<file path="config.mk">
export PLATFORM = sky130hd
export DESIGN_NAME = udp_rx
export DESIGN_NICKNAME = d
export VERILOG_FILES = /design/src/rtl/global_typs_pkg.sv /design/src/rtl/udp_rx.sv
export SDC_FILE = /design/constraint.sdc
export NUM_CORES = 1
export LEC_CHECK = 0
export ABC_AREA = 1
export CORE_MARGIN = 1.5
export CORE_UTILIZATION = 40
export DETAILED_ROUTE_END_ITERATION = 8
export GPL_ROUTABILITY_DRIVEN = 0
export PLACE_DENSITY = 0.73
export SYNTH_ARGS = -nofsm -noshare
export SYNTH_HDL_FRONTEND = slang
export SYNTH_SLANG_ARGS = --single-unit
</file>
<file path="constraint.sdc">
create_clock -name clk -period 3.7 [get_ports clk]
set_clock_uncertainty 0.1 [all_clocks]
set_input_delay 0.74 -clock clk [delete_from_list [all_inputs] [get_ports clk]]
set_output_delay 0.74 -clock clk [all_outputs]
set_load 0.03 [all_outputs]
</file>
<file path="src/rtl/global_typs_pkg.sv">
// Shared stream and header types for the IPv4/UDP receive path, plus the
// UDP constants and result codes used by udp_rx.
package global_typs_pkg;

   localparam logic [7:0]  UDP_PROTOCOL = 8'h11;
   localparam logic [15:0] UDP_HDR_LEN  = 16'd8;

   localparam logic [1:0] UDP_RES_IDLE = 2'b00;
   localparam logic [1:0] UDP_RES_RX   = 2'b01;
   localparam logic [1:0] UDP_RES_OK   = 2'b10;
   localparam logic [1:0] UDP_RES_ERR  = 2'b11;

   typedef struct packed {
      logic [7:0] data_in;
      logic       data_in_valid;
      logic       data_in_last;
   } rx_data_type;

   typedef struct packed {
      logic        is_valid;
      logic [7:0]  protocol;
      logic [15:0] data_length;
      logic [31:0] src_ip_addr;
      logic        is_broadcast;
   } ipv4_rx_header_type;

   typedef struct packed {
      ipv4_rx_header_type hdr;
      rx_data_type        data;
   } ipv4_rx_type;

   typedef struct packed {
      logic        is_valid;
      logic [31:0] src_ip_addr;
      logic [15:0] src_port;
      logic [15:0] dst_port;
      logic [15:0] data_length;
   } udp_rx_header_type;

   typedef struct packed {
      udp_rx_header_type hdr;
      rx_data_type       data;
   } udp_rx_type;

   typedef enum logic [1:0] {
      ST_IDLE,
      ST_HDR,
      ST_PAYLOAD,
      ST_DISCARD
   } udp_rx_state_t;

endpackage

</file>
<file path="src/rtl/udp_rx.sv">
// UDP receive layer: parses the 8-byte UDP header out of the IPv4 payload
// stream, announces it with a one-cycle start pulse, forwards the payload
// one cycle later, and drops/counts malformed datagrams.
module udp_rx
   import global_typs_pkg::*;
#(
   parameter int ERR_CNT_W      = 8,
   parameter bit PORT_FILTER_EN = 1'b0
) (
   input  logic                 clk,
   input  logic                 reset,
   input  logic                 ip_rx_start,
   input  ipv4_rx_type          ip_rx,
   input  logic [15:0]          filter_port,
   output logic                 udp_rx_start,
   output udp_rx_type           udp_rxi,
   output logic [1:0]           udp_rx_result,
   output logic [ERR_CNT_W-1:0] rx_err_count
);

   udp_rx_state_t state;
   logic [15:0]   byte_cnt;
   logic [15:0]   ip_len_r;
   logic [31:0]   src_ip_r;
   logic [15:0]   src_port_r;
   logic [15:0]   dst_port_r;
   logic [15:0]   len_r;

   logic          is_udp;
   logic          in_vld;
   logic          in_last;
   logic [7:0]    in_byte;
   logic          hdr_bad;
   logic          pay_end;
   logic          abort_err;
   logic          unused_ip_bits;

   // Saturating increment for the error counter.
   function automatic logic [ERR_CNT_W-1:0] sat_inc(input logic [ERR_CNT_W-1:0] v);
      if (&v) begin
         return v;
      end
      return v + {{(ERR_CNT_W-1){1'b0}}, 1'b1};
   endfunction

   assign in_vld    = ip_rx.data.data_in_valid;
   assign in_last   = ip_rx.data.data_in_last;
   assign in_byte   = ip_rx.data.data_in;
   assign is_udp    = ip_rx.hdr.is_valid && (ip_rx.hdr.protocol == UDP_PROTOCOL);
   // Header check runs on the byte-7 cycle; length/port bytes are already latched.
   assign hdr_bad   = (len_r < UDP_HDR_LEN) || (len_r > ip_len_r) ||
                      (PORT_FILTER_EN && (dst_port_r != filter_port));
   assign pay_end   = (byte_cnt == (udp_rxi.hdr.data_length - 16'd1));
   // A start arriving mid-datagram abandons a datagram that was still live.
   assign abort_err = (state == ST_HDR) || (state == ST_PAYLOAD);
   // Broadcast flag has no role at the UDP layer.
   assign unused_ip_bits = ip_rx.hdr.is_broadcast;

   // Receive FSM: header parse, payload forwarding, discard and error counting.
   always_ff @(posedge clk) begin
      udp_rx_start               <= 1'b0;
      udp_rxi.data.data_in_valid <= 1'b0;
      udp_rxi.data.data_in_last  <= 1'b0;
      if (reset) begin
         state         <= ST_IDLE;
         byte_cnt      <= '0;
         ip_len_r      <= '0;
         src_ip_r      <= '0;
         src_port_r    <= '0;
         dst_port_r    <= '0;
         len_r         <= '0;
         udp_rxi       <= '0;
         udp_rx_result <= UDP_RES_IDLE;
         rx_err_count  <= '0;
      end else if (ip_rx_start) begin
         // Abandon anything in flight; a live payload gets a bare last marker.
         if (state == ST_PAYLOAD) begin
            udp_rxi.data.data_in_last <= 1'b1;
         end
         if (abort_err || (is_udp && in_vld && in_last)) begin
            rx_err_count <= sat_inc(rx_err_count);
         end
         ip_len_r <= ip_rx.hdr.data_length;
         src_ip_r <= ip_rx.hdr.src_ip_addr;
         byte_cnt <= '0;
         if (is_udp) begin
            state         <= ST_HDR;
            udp_rx_result <= UDP_RES_RX;
            // A byte travelling with the start pulse is header byte 0.
            if (in_vld) begin
               src_port_r[15:8] <= in_byte;
               byte_cnt         <= 16'd1;
               if (in_last) begin
                  state         <= ST_IDLE;
                  udp_rx_result <= UDP_RES_ERR;
               end
            end
         end else begin
            udp_rx_result <= UDP_RES_IDLE;
            state         <= (in_vld && in_last) ? ST_IDLE : ST_DISCARD;
         end
      end else begin
         case (state)
            ST_HDR: begin
               if (in_vld) begin
                  byte_cnt <= byte_cnt + 16'd1;
                  case (byte_cnt[2:0])
                     3'd0:    src_port_r[15:8] <= in_byte;
                     3'd1:    src_port_r[7:0]  <= in_byte;
                     3'd2:    dst_port_r[15:8] <= in_byte;
                     3'd3:    dst_port_r[7:0]  <= in_byte;
                     3'd4:    len_r[15:8]      <= in_byte;
                     3'd5:    len_r[7:0]       <= in_byte;
                     default: ;
                  endcase
                  if (byte_cnt[2:0] == 3'd7) begin
                     byte_cnt <= '0;
                     if (hdr_bad || (in_last && (len_r != UDP_HDR_LEN))) begin
                        rx_err_count  <= sat_inc(rx_err_count);
                        udp_rx_result <= UDP_RES_ERR;
                        state         <= in_last ? ST_IDLE : ST_DISCARD;
                     end else begin
                        udp_rx_start            <= 1'b1;
                        udp_rxi.hdr.is_valid    <= 1'b1;
                        udp_rxi.hdr.src_ip_addr <= src_ip_r;
                        udp_rxi.hdr.src_port    <= src_port_r;
                        udp_rxi.hdr.dst_port    <= dst_port_r;
                        udp_rxi.hdr.data_length <= len_r - UDP_HDR_LEN;
                        if (len_r == UDP_HDR_LEN) begin
                           udp_rx_result <= UDP_RES_OK;
                           state         <= in_last ? ST_IDLE : ST_DISCARD;
                        end else begin
                           state <= ST_PAYLOAD;
                        end
                     end
                  end else if (in_last) begin
                     rx_err_count  <= sat_inc(rx_err_count);
                     udp_rx_result <= UDP_RES_ERR;
                     state         <= ST_IDLE;
                  end
               end
            end
            ST_PAYLOAD: begin
               if (in_vld) begin
                  udp_rxi.data.data_in       <= in_byte;
                  udp_rxi.data.data_in_valid <= 1'b1;
                  byte_cnt                   <= byte_cnt + 16'd1;
                  if (pay_end) begin
                     udp_rxi.data.data_in_last <= 1'b1;
                     udp_rx_result             <= UDP_RES_OK;
                     state                     <= in_last ? ST_IDLE : ST_DISCARD;
                  end else if (in_last) begin
                     udp_rxi.data.data_in_last <= 1'b1;
                     rx_err_count              <= sat_inc(rx_err_count);
                     udp_rx_result             <= UDP_RES_ERR;
                     state                     <= ST_IDLE;
                  end
               end
            end
            ST_DISCARD: begin
               if (in_vld && in_last) begin
                  state <= ST_IDLE;
               end
            end
            default: begin
               state <= ST_IDLE;
            end
         endcase
      end
   end

endmodule

</file>
# After elaboration in Yosys (flattened, before gate mapping)
# Cells that the tools add are included.
# Widths: inputs -> output; s select.
# totals
ff_bits	216
out_inout_bits	102
wordCells	168
# op_classes
add_sub_neg	4
n_lt_le_gt_ge	2
n_eq_ne	23
muxes	84
bitwise_logic	6
n_reduce_logical	28
# ops
operator	n
$mux 8	19
$mux 16	6
$mux 2	24
$pmux 16 s2	1
$mux 1	31
$reduce_and 4->1	7
$add 16x1->16 const B	1
$eq 16x16->1	1
$eq 16x4->1 const B	1
$gt 16x16->1	1
$lt 16x4->1 const B	1
$ne 16x4->1 const B	1
$pmux 8 s2	1
$reduce_and 8->1	2
$sub 16x1->16 const B	1
$sub 16x4->16 const B	1
$ne 3x3->1 const B	5
$eq 3x3->1 const B	3
$reduce_and 3->1	3
$add 8x1->8 const B	1
$eq 8x5->1 const B	1
$ne 4x3->1 const B	2
$eq 3x2->1 const B	2
$not 1->1	6
15 further kinds	25

# Longest topological paths before layout
# logic_depth
depth_word	15
ltp_mapped	18
mapped_depth_nobuf	18

# Least setup slack after synthesis
# Ideal clock, no wire load.
# synth_path
kind	register -> register
from	register udp_rxi[10] (netlist name)
to	register rx_err_count[0]
t_arrival_ns	2.060
required_time_ns	3.484
setup_slack_ns	1.424
path_stages_with_launch	15
n_path_buf	0
period_less_slack_ns	2.276
path_cell_list	dfxtp_1 inv_1 ha_1 xor2_1 o21ai_0 nor2_1 nand2_1 nor2_1 nand3b_1 nor2_1 nand4_4 nand2_4 inv_2 nor2_1 nor2_1
# synth_between
elab_chain_len	4
# synth_rtl
item	line	rtl
start, declared	udp_rx.sv:16	output udp_rx_type udp_rxi,
$sub 16x1->16	udp_rx.sv:53	assign pay_end = (byte_cnt == (udp_rxi.hdr.data_length - 16'd1));
$eq 16x16->1	udp_rx.sv:53	
$ne 3x3->1 (no line)	n/a	
$reduce_and 8->1 (no line)	n/a	
end signal, assigned	udp_rx.sv:81	rx_err_count <= sat_inc(rx_err_count);
end signal, assigned	udp_rx.sv:119	rx_err_count <= sat_inc(rx_err_count);
end signal, assigned	udp_rx.sv:137	rx_err_count <= sat_inc(rx_err_count);
end, declared	udp_rx.sv:18	output logic [ERR_CNT_W-1:0] rx_err_count
# No other way between the ends.
# A chain may end at the register's enable or synchronous reset.

# Worst setup path in the final report
# layout_path
from	register len_r[9]
to	register udp_rxi[33] (netlist name)
# layout_between
elab_chain_len	5
word_cells_on_any_way	8
cone_classes	order compare (2); eq/ne (1); bitwise (1); reduce/logical (4)
# layout_rtl
item	line	rtl
start, declared	udp_rx.sv:27	logic [15:0] len_r;
start signal, assigned	udp_rx.sv:112	3'd4: len_r[15:8] <= in_byte;
$lt 16x4->1, or another cell as far along	udp_rx.sv:51	assign hdr_bad = (len_r < UDP_HDR_LEN) || (len_r > ip_len_r) ||
$logic_or 1x1->1 / $logic_and 1x1->1 (equally long branches)	udp_rx.sv:51, udp_rx.sv:118	
$logic_or 1x1->1 (*)	udp_rx.sv:118	if (hdr_bad || (in_last && (len_r != UDP_HDR_LEN))) begin
$not 1->1 (no line) (*)	n/a	
$reduce_and 5->1 (no line) (*)	n/a	
# Mark *: on every way between the ends. The rest lies on a longest branch, timed or not.

==> impl_metrics.ini <==
[setup_path]
cp-end-kind = register
crit_family = simple AND/OR/NAND/NOR gates
crit_fanout = 66
cp_cell_sequence = ha_1 > nand2_1 > inv_1 > o21ai_0 > a21oi_1 > nor2_1 > nand2_1 > nand2_1 > nand4_4 > nor2_4 > buf_4 > o21ai_0 > a21oi_1
crit_top_cell = nand2_1
critPathSlowestCell = buf_4
startpoint_type = register
slowest_delay_ps = 530
crit_type = register to register
path_buf_inv = 2
worstPathRequired_ps = 4020
worst_ep_arrival_time_ps = 3110

[place]
place_hpwl_um = 17800
port_buffers = 171
dp.cells = 1734
dp_slack_ps = 662.3

[route]
postRouteAntennaNets = 0
vias_per_cell = 4.944
m1WireLength_um = 10930
highest_layer = met4
drc = 0
routedWlPerCell_um = 14.31
routed_wl_um = 25380
vias = 8770
drt_first_pass_iters = 5
drtIter0Drc = 505
met3_length_um = 2361
route.met2.wl_um = 11580

[finish]
n_fill_cell = 2258
insertedDiodeCount = 0
layoutNonFillerInstCount = 1774
ff_latch_area_um2 = 4324
area_growth_pct = 28.56
final_common_cell = nor2_1
drive_gt1_share_pct = 5.223
nets = 1555
multi_input_area_um2 = 4501
final_cell_mix = nor2_1, dfxtp_1, o21ai_0

[cts]
cts_tree = done
ctsLongestPathBuffers = 3
clk_pin_slew_worst_paths_ps = 60
cts-buffers-inserted = 23
root_buffer = clkbuf_16
cts-resized-gates = 0
htreeDepth = 1
cts_hold_buf = 0
clkLatencyLatePin_ps = 510
cts_sinks = 216
cts_setup_buffers = 0

[synth]
synthesis.nets = 1404
synth_top_cell_by_area = dfxtp_1
yosysSeqAreaShare_pct = 45.38
synthCells = 1289
syn_avg_cell_area_um2 = 7.393
synth.area.top_cells = dfxtp_1, nor2_1, o21ai_0, a21oi_1, nand2_1
synth_top_family_by_area = simple AND/OR/NAND/NOR gates
synthMuxAreaShare_pct = 0
syn-cell-area_um2 = 9529
yosysTopAreaCellShare_pct = 45.38
synthFlopType = dfxtp_1
synth-async-reset-ratio_pct = 0
ys_types = 38
synth-adder-area-share_pct = 3.676
ys_warn_count = 0
synth_edf_count = 0
synth-xor-area-share_pct = 2.665
synth_compound_area_share_pct = 18.17
yosys.area_share.simple_pct = 22.72
ys_ff_latch = 216

[pwr]
p_int_mw = 3.963
p_switching_mw = 1.154
netSwitchingFraction_pct = 22.55
p_total_mw = 5.118
p_clk_share_pct = 45.9
seqPwrFrac_pct = 47.1
max-vdd-ir-drop_mv = 0.2997
p_comb_share_pct = 7.0
powerDensity_nw_per_um2 = 417.8
leakagePower_nw = 5.274

[sta]
max_freq_mhz = 358.6
slew_viol_final = 0
tightest_slew_ps = 629.3
timing.final.ws_setup_ps = 911.5
rsz0062_at_grt = false
finalSetupViolCount = 0
min_period_ps = 2788
slew_headroom_pct = 58.04
hold_slack_ps = 349.7
hold_viol = 0
fin_crit_sh_pct = 75.36
setup_tns_ps = 0

[run_status]
status = complete, no violations

[job]
max_cap_viol_count = 0

[die]
fp.dieArea_um2 = 24760
num_rows = 56
dieWidth_um = 157.3
start_util_pct = 40.72
ioPinCount = 189
coreArea_um2 = 23400
die_y_um = 157.3

[global_routing]
gr-total-overflow = 0
grt_max_degree = 68
antenna_found_initial = 0
first_global_vias = 8192
grt.total_usage_pct = 20.30
grt_first_pass_wirelength_um = 40900

[min_path]
min_path_type = register to register
-- cell usage after synthesis (3+ instances only) --
library cell / n
nand3_1: 52
inv_1: 101
o21bai_1: 4
clkinv_1: 3
o21ai_1: 7
nand3b_1: 3
buf_2: 5
a211oi_2: 4
buf_6: 8
ha_1: 28
nand4_1: 8
dfxtp_1: 216
nor2_2: 3
inv_2: 4
a21oi_1: 126
nor3_1: 11
a211oi_1: 4
buf_1: 3
xnor2_1: 10
clkbuf_1: 44
nor4_1: 6
nand2_1: 140
nor2_1: 274
nor4_2: 3
xor2_1: 19
o21ai_0: 184
-- power groups by stage --
stage	clock, mW	combinational [mW]	sequential [mW]
floorplan	0	0.191	2.47
global placement	0	0.352	2.46
detailed placement	0	0.357	2.46
CTS	2.40	0.360	2.41
global route	2.49	0.401	2.41
finish	2.35	0.359	2.41
-- final timing paths --
path,from,end,slack (ps),depth (start not counted)
worst max-delay path,len_r[9]$_SDFFE_PP0P_,udp_rxi[33]$_SDFFE_PP0P_,910,13
worst min-delay path,dst_port_r[0]$_SDFFE_PP0P_,udp_rxi[26]$_SDFFE_PP0P_,350,2
worst max register to register,len_r[9]$_SDFFE_PP0P_,udp_rxi[33]$_SDFFE_PP0P_,910,13
worst min register to register,dst_port_r[0]$_SDFFE_PP0P_,udp_rxi[26]$_SDFFE_PP0P_,350,2
-- kinds of logic after synthesis --
kind of cell    after synthesis
compound gates              334
xor+xnor                     29
fa+ha+maj                    28
buf+inv                     169
flops                       216
simple gates                513
-- metrics by stage --
stage | instance area (um2) | util [%]
6_report | 12250 | 52.35
5_1_grt | 12250 | 52.35
3_3_place_gp | 11480 | 49.04
4_1_cts | 12250 | 52.35
3_5_place_dp | 11480 | 49.04
2_1_floorplan | 9529 | -
-- worst register-to-register path, stage by stage, from the launching register on --
cell and delay [ps]:
dfxtp_1 510, ha_1 310, nand2_1 60, inv_1 30
o21ai_0 140, a21oi_1 80, nor2_1 100, nand2_1 60
nand2_1 180, nand4_4 150, nor2_4 150, buf_4 530
o21ai_0 180, a21oi_1 140
-- registers in the layout, indices dropped and copies added, names as in the netlist --
signal and cells:
byte_cnt 16, dst_port_r 16, ip_len_r 16, state 2, src_port_r 16, udp_rx_result 2, udp_rx_start 1, src_ip_r 32
rx_err_count 8, len_r 16, udp_rxi 91
-- per-layer routing --
| layer | GRT usage, % | vias up |
|---|---|---|
| met4 | 5.436 | 0 |
| met3 | 6.278 | 42 |
| met2 | 33.54 | 261 |
| met5 | 0 | - |
| met1 | 25.57 | 3944 |
| li1 | - | 4523 |
-- final cells by class --
type / count / share of cell area, %
Clock buffer: 32 / 5.301
Clock inverter: 8 / 1.021
Inverter: 108 / 3.330
Multi-Input combinational cell: 904 / 36.74
Sequential cell: 216 / 35.30
Tap cell: 319 / 3.258
Timing Repair Buffer: 187 / 15.05
(Power assumes the default switching activity.)
